==> src/rtl/cpu_pkg.sv <==
// Shared CPU definitions: opcode constants used by fetch and controller,
// plus the fetch sequencer state encoding.
package cpu_pkg;

    localparam logic [3:0] OP_NOP = 4'b0000;
    localparam logic [3:0] OP_LDA = 4'b0001;
    localparam logic [3:0] OP_LDB = 4'b0010;
    localparam logic [3:0] OP_ADD = 4'b0011;
    localparam logic [3:0] OP_SUB = 4'b0100;
    localparam logic [3:0] OP_OUT = 4'b0101;
    localparam logic [3:0] OP_JMP = 4'b1110;
    localparam logic [3:0] OP_HLT = 4'b1111;

    typedef enum logic [1:0] {
        S_IDLE,
        S_FETCH,
        S_EXEC,
        S_HALT
    } fetch_state_t;

    // True for opcodes the fetch unit resolves itself.
    function automatic logic is_flow_op(input logic [3:0] op);
        return (op == OP_JMP) || (op == OP_HLT);
    endfunction

endpackage

==> src/rtl/program_counter.sv <==
// Program counter register: load has priority over increment,
// increment wraps naturally at 2^ADDR_W.
module program_counter #(
    parameter int ADDR_W = 8
) (
    input  logic              clk,
    input  logic              rst_n,
    input  logic              load,
    input  logic              increment,
    input  logic [ADDR_W-1:0] load_value,
    output logic [ADDR_W-1:0] pc
);

    // Jump target load wins over the post-fetch increment.
    always_ff @(posedge clk or negedge rst_n) begin
        if (!rst_n) begin
            pc <= '0;
        end else if (load) begin
            pc <= load_value;
        end else if (increment) begin
            pc <= pc + ADDR_W'(1);
        end
    end

endmodule

==> src/rtl/instr_fetch.sv <==
// Instruction fetch sequencer: fetches one word per FETCH/EXEC pair,
// resolves JMP/HLT locally and strobes the opcode to the controller.
module instr_fetch
    import cpu_pkg::*;
#(
    parameter int ADDR_W  = 8,
    parameter int INSTR_W = 8
) (
    input  logic               clk,
    input  logic               rst_n,
    input  logic               run,
    output logic               mem_req,
    output logic [ADDR_W-1:0]  mem_addr,
    input  logic [INSTR_W-1:0] mem_rdata,
    input  logic               mem_valid,
    output logic [3:0]         opcode,
    output logic [INSTR_W-5:0] operand,
    output logic               instr_valid,
    output logic [ADDR_W-1:0]  pc,
    output logic               halted
);

    localparam int OPND_W = INSTR_W - 4;

    fetch_state_t       state;
    logic [INSTR_W-1:0] ir;
    logic [3:0]         ir_op;
    logic               fetch_done;
    logic               jmp_take;
    logic [ADDR_W-1:0]  jmp_target;

    assign ir_op      = ir[INSTR_W-1 -: 4];
    assign fetch_done = mem_req && mem_valid;
    assign jmp_take   = instr_valid && is_flow_op(ir_op)
                        && (ir_op == OP_JMP);
    assign jmp_target = ADDR_W'(ir[OPND_W-1:0]);

    // Outputs decode straight from state so reset clears them at once.
    assign mem_req     = (state == S_FETCH);
    assign instr_valid = (state == S_EXEC);
    assign halted      = (state == S_HALT);
    assign mem_addr    = pc;
    assign opcode      = instr_valid ? ir_op : OP_NOP;
    assign operand     = ir[OPND_W-1:0];

    // Sequencer: an open request always completes, run only gates new ones.
    always_ff @(posedge clk or negedge rst_n) begin
        if (!rst_n) begin
            state <= S_IDLE;
            ir    <= '0;
        end else begin
            case (state)
                S_IDLE: begin
                    if (run) begin
                        state <= S_FETCH;
                    end
                end
                S_FETCH: begin
                    if (mem_valid) begin
                        ir    <= mem_rdata;
                        state <= S_EXEC;
                    end
                end
                S_EXEC: begin
                    if (ir_op == OP_HLT) begin
                        state <= S_HALT;
                    end else if (run) begin
                        state <= S_FETCH;
                    end else begin
                        state <= S_IDLE;
                    end
                end
                S_HALT: begin
                    state <= S_HALT;
                end
                default: begin
                    state <= S_IDLE;
                end
            endcase
        end
    end

    program_counter #(
        .ADDR_W(ADDR_W)
    ) u_pc (
        .clk       (clk),
        .rst_n     (rst_n),
        .load      (jmp_take),
        .increment (fetch_done),
        .load_value(jmp_target),
        .pc        (pc)
    );

endmodule

==> config.mk <==
export PLATFORM = sky130hd
export DESIGN_NAME = instr_fetch
export DESIGN_NICKNAME = d
export VERILOG_FILES = /design/src/rtl/cpu_pkg.sv /design/src/rtl/program_counter.sv /design/src/rtl/instr_fetch.sv
export SDC_FILE = /design/constraint.sdc
export NUM_CORES = 1
export LEC_CHECK = 0
export ABC_AREA = 1
export CAP_MARGIN = 15
export CORE_UTILIZATION = 46
export DETAILED_ROUTE_END_ITERATION = 16
export MAX_ROUTING_LAYER = met4
export PLACE_DENSITY_LB_ADDON = 0.25
export SLEW_MARGIN = 20
export SYNTH_ARGS = -nofsm -noshare
export SYNTH_HDL_FRONTEND = slang
export SYNTH_SLANG_ARGS = --single-unit
==> constraint.sdc <==
create_clock -name clk -period 3.62 [get_ports clk]
set_clock_uncertainty 0.1 [all_clocks]
set_input_delay 0.724 -clock clk [delete_from_list [all_inputs] [get_ports clk]]
set_output_delay 0.724 -clock clk [all_outputs]
set_load 0.1 [all_outputs]
==> metrics.txt <==
# TYPE chip_impl_metric gauge
chip_impl_metric{name="maxSlewHeadroom",unit=""} 0.346
chip_impl_metric{name="die_height",unit="um"} 49.5
chip_impl_info{name="holdCritStartpoint",value="ir[5]"} 1
chip_impl_metric{name="critPathBufInv",unit=""} 1
chip_impl_metric{name="port_buffers",unit=""} 38
chip_impl_metric{name="worst-slew-pin-transition",unit="ns"} 0.977
chip_impl_metric{name="totalNegativeSetupSlack",unit="ns"} 0
chip_impl_metric{name="multi_input_gate_area",unit="sq um"} 420
chip_impl_metric{name="r2r.worst_path.cells",unit=""} 4
chip_impl_metric{name="timing.final.setup_violations",unit=""} 0
chip_impl_metric{name="final_number_of_max_transition_violations",unit=""} 0
chip_impl_metric{name="seq_area",unit="sq um"} 450
chip_impl_metric{name="synthesis.area",unit="sq mm"} 0.00104
chip_impl_metric{name="die_width",unit="um"} 49.5
chip_impl_metric{name="clock-sinks",unit=""} 18
chip_impl_metric{name="clock_tree.buffer_depth",unit=""} 2
chip_impl_info{name="regToRegStartpoint",value="state[0]"} 1
chip_impl_metric{name="grt_max_degree",unit=""} 19
chip_impl_metric{name="post_drt_via_cell_ratio",unit=""} 4.99
chip_impl_info{name="crit_family",value="buffers and inverters"} 1
chip_impl_metric{name="post_cts_buffers",unit=""} 0
chip_impl_metric{name="synth-warning-count",unit=""} 0
chip_impl_metric{name="htreeDepth",unit=""} 1
chip_impl_metric{name="drt_iter0_markers",unit=""} 13
chip_impl_metric{name="critPathMaxFanout",unit=""} 6
chip_impl_metric{name="resize_count_post_cts",unit=""} 0
chip_impl_metric{name="antenna_cells_inserted",unit=""} 0
chip_impl_metric{name="postRouteWirelength",unit="mm"} 2.03
chip_impl_metric{name="min_delay_path_depth",unit=""} 2
chip_impl_info{name="critPathCaptureType",value="primary output"} 1
chip_impl_metric{name="syn-num-nets",unit=""} 142
chip_impl_metric{name="synth_area_per_cell",unit="sq um"} 8.04
chip_impl_metric{name="via_count_of_the_routed_design",unit=""} 914
chip_impl_metric{name="grt_pass1_wl",unit="mm"} 3.37
chip_impl_info{name="start_kind",value="flop"} 1
chip_impl_metric{name="drive_gt1_frac",unit=""} 0.128
chip_impl_metric{name="tritoncts.num_buffers",unit=""} 3
chip_impl_metric{name="antenna_left",unit=""} 0
chip_impl_metric{name="routabilityCongestion",unit=""} 0.736
chip_impl_info{name="tritoncts",value="yes"} 1
chip_impl_metric{name="fp.coreArea",unit="sq mm"} 0.00204
chip_impl_info{name="critPathKind",value="flop to primary output"} 1
chip_impl_metric{name="final-hold-violation-count",unit=""} 0
chip_impl_info{name="timing.rr.end",value="ir[3]"} 1
chip_impl_metric{name="count_of_state_elements_after_synthesis",unit=""} 18
chip_impl_metric{name="global_route.overflow_total",unit=""} 0
chip_impl_metric{name="period_needed",unit="ns"} 2.74
chip_impl_metric{name="design.portCount",unit=""} 39
chip_impl_metric{name="clk_pin_slew_worst_paths",unit="ns"} 0.10
chip_impl_info{name="root_buffer",value="sky130_fd_sc_hd__clkbuf_4"} 1
chip_impl_metric{name="placement_rows",unit=""} 16
chip_impl_metric{name="critPathRequiredTime",unit="ns"} 2.80
chip_impl_metric{name="final_net_count",unit=""} 171
chip_impl_info{name="unrepaired_setup_endpoints_after_global_routing",value="no"} 1
chip_impl_metric{name="area_growth_syn_to_layout",unit="%"} 28.6
chip_impl_metric{name="final_period_util",unit=""} 0.758
chip_impl_metric{name="yosysSeqAreaShare",unit=""} 0.434
chip_impl_metric{name="fin_worst_hold_slack",unit="ns"} 0.408
chip_impl_metric{name="crit_arrival",unit="ns"} 1.92
chip_impl_metric{name="syn_inst",unit=""} 129
chip_impl_metric{name="route.detailed.drc",unit=""} 0
chip_impl_metric{name="start_util",unit=""} 0.508
chip_impl_metric{name="iteration_count_of_the_initial_detailed_routing_pass",unit=""} 4
chip_impl_info{name="worstPathCellList",value="clkdlybuf4s50_1"} 1
chip_impl_metric{name="first_global_vias",unit=""} 782
chip_impl_metric{name="yosysUniqueCellTypes",unit=""} 21
chip_impl_metric{name="grtUsageTotal",unit=""} 0.182
chip_impl_metric{name="place.detailed.hpwl",unit="mm"} 1.54
chip_impl_metric{name="antenna_found_initial",unit=""} 0
chip_impl_metric{name="ff2ff_setup_slack",unit="ns"} 2.22
chip_impl_metric{name="timing.fmax",unit="MHz"} 365
chip_impl_info{name="timing.hold.worst.class",value="flop to flop"} 1
chip_impl_info{name="outcome",value="finished clean"} 1
chip_impl_metric{name="dieArea",unit="sq mm"} 0.00245
chip_impl_metric{name="clock_latency",unit="ns"} 0.28
chip_impl_metric{name="layout.filler_cells",unit=""} 193
chip_impl_metric{name="drv_cap",unit=""} 0
chip_impl_info{name="min_delay_worst_endpoint",value="ir[5]"} 1
chip_impl_metric{name="cts-hold-fix-buffers",unit=""} 0
chip_impl_metric{name="slowest_delay",unit="ns"} 1.18
chip_impl_metric{name="route.detailed.wl_per_inst",unit="um"} 11.1
chip_impl_info{name="library_cell_contributing_the_largest_single_delay_on_the_critical_path",value="sky130_fd_sc_hd__clkdlybuf4s50_1"} 1
[worst max-delay path by stage]
stage                           from           to  cells after the start
after floorplan             state[0]    opcode[0]                      3
final                     u_pc.pc[1]  mem_addr[1]                      1
after detailed placement  u_pc.pc[1]  mem_addr[1]                      1
after global placement    u_pc.pc[1]  mem_addr[1]                      1
after CTS                 u_pc.pc[1]  mem_addr[1]                      1
after global routing      u_pc.pc[1]  mem_addr[1]                      1
[state kept, by name, summed over array words and instances, names as in the netlist]
name / flops
u_pc.pc: 8
ir: 8
state: 2
[per-layer routing]
layer	wire [um]	global-route usage	part of all wire
met1	902	0.224	0.44
met2	1040	0.326	0.51
met3	90	0.0185	0.044
met4	0	0.0286	0
met5	0	-	0
[per-stage QoR]
step	instances	utilization	area, sq um	worst slack, ns
2_1_floorplan	129	-	1040	0.919
3_3_place_gp	180	0.642	1310	1.24
3_5_place_dp	180	0.642	1310	1.17
4_1_cts	183	0.653	1330	0.848
5_1_grt	183	0.653	1330	0.832
6_report	183	0.653	1330	0.877
[area by class of cell]
class | count | share of cell area
sequential | 18 | 0.338
multi-input combinational | 83 | 0.315
timing repair buffer | 38 | 0.265
inverter | 14 | 0.0403
tap | 27 | 0.0253
clock buffer | 3 | 0.0169
[cells by family (layout without fill, tap and decap cells)]
family	count (synthesis)	after routing	share of synthesized area
simple gates	68	68	0.305
buf+inv	28	55	0.160
flops	18	18	0.434
compound gates	11	11	0.0627
xor+xnor	3	3	0.0253
fa+ha+maj	1	1	0.0121
[cell usage after synthesis]
cell | instances | area, sq um
sky130_fd_sc_hd__buf_4 | 12 | 90.1
sky130_fd_sc_hd__nand3_4 | 2 | 35.0
sky130_fd_sc_hd__o22a_2 | 1 | 10.0
sky130_fd_sc_hd__o21ai_0 | 5 | 25.0
sky130_fd_sc_hd__nand4_1 | 3 | 18.8
sky130_fd_sc_hd__clkinv_2 | 1 | 5.00
sky130_fd_sc_hd__xnor2_1 | 1 | 8.76
sky130_fd_sc_hd__nand3_2 | 1 | 10.0
sky130_fd_sc_hd__ha_1 | 1 | 12.5
sky130_fd_sc_hd__buf_6 | 2 | 22.5
sky130_fd_sc_hd__nand2_1 | 36 | 135
sky130_fd_sc_hd__nor3_1 | 1 | 5.00
sky130_fd_sc_hd__nand3_1 | 9 | 45.0
sky130_fd_sc_hd__inv_1 | 13 | 48.8
sky130_fd_sc_hd__xor2_1 | 2 | 17.5
sky130_fd_sc_hd__dfrtp_1 | 18 | 450
sky130_fd_sc_hd__a21oi_1 | 3 | 15.0
sky130_fd_sc_hd__o21bai_1 | 1 | 7.51
sky130_fd_sc_hd__nor2_1 | 15 | 56.3
sky130_fd_sc_hd__nor2_4 | 1 | 11.3
sky130_fd_sc_hd__o211ai_1 | 1 | 7.51
[placed cells by master (no fill, tap or decap)]
master,n
sky130_fd_sc_hd__nand2_1,36
sky130_fd_sc_hd__clkdlybuf4s50_1,27
sky130_fd_sc_hd__dfrtp_1,18
sky130_fd_sc_hd__nor2_1,15
sky130_fd_sc_hd__inv_1,13
sky130_fd_sc_hd__buf_4,11
sky130_fd_sc_hd__nand3_1,9
sky130_fd_sc_hd__o21ai_0,5
sky130_fd_sc_hd__a21oi_1,3
sky130_fd_sc_hd__nand4_1,3
sky130_fd_sc_hd__clkbuf_4,3
sky130_fd_sc_hd__nand3_4,2
sky130_fd_sc_hd__xor2_1,2
sky130_fd_sc_hd__nor2_4,1
sky130_fd_sc_hd__clkinv_2,1
sky130_fd_sc_hd__nand3_2,1
sky130_fd_sc_hd__xnor2_1,1
sky130_fd_sc_hd__o211ai_1,1
sky130_fd_sc_hd__nor3_1,1
sky130_fd_sc_hd__o21bai_1,1
sky130_fd_sc_hd__o22a_2,1
sky130_fd_sc_hd__ha_1,1
Power is left out: the tool's default activity adds up to more than one toggle a clock period on the data nets, which glitch-free logic cannot reach.
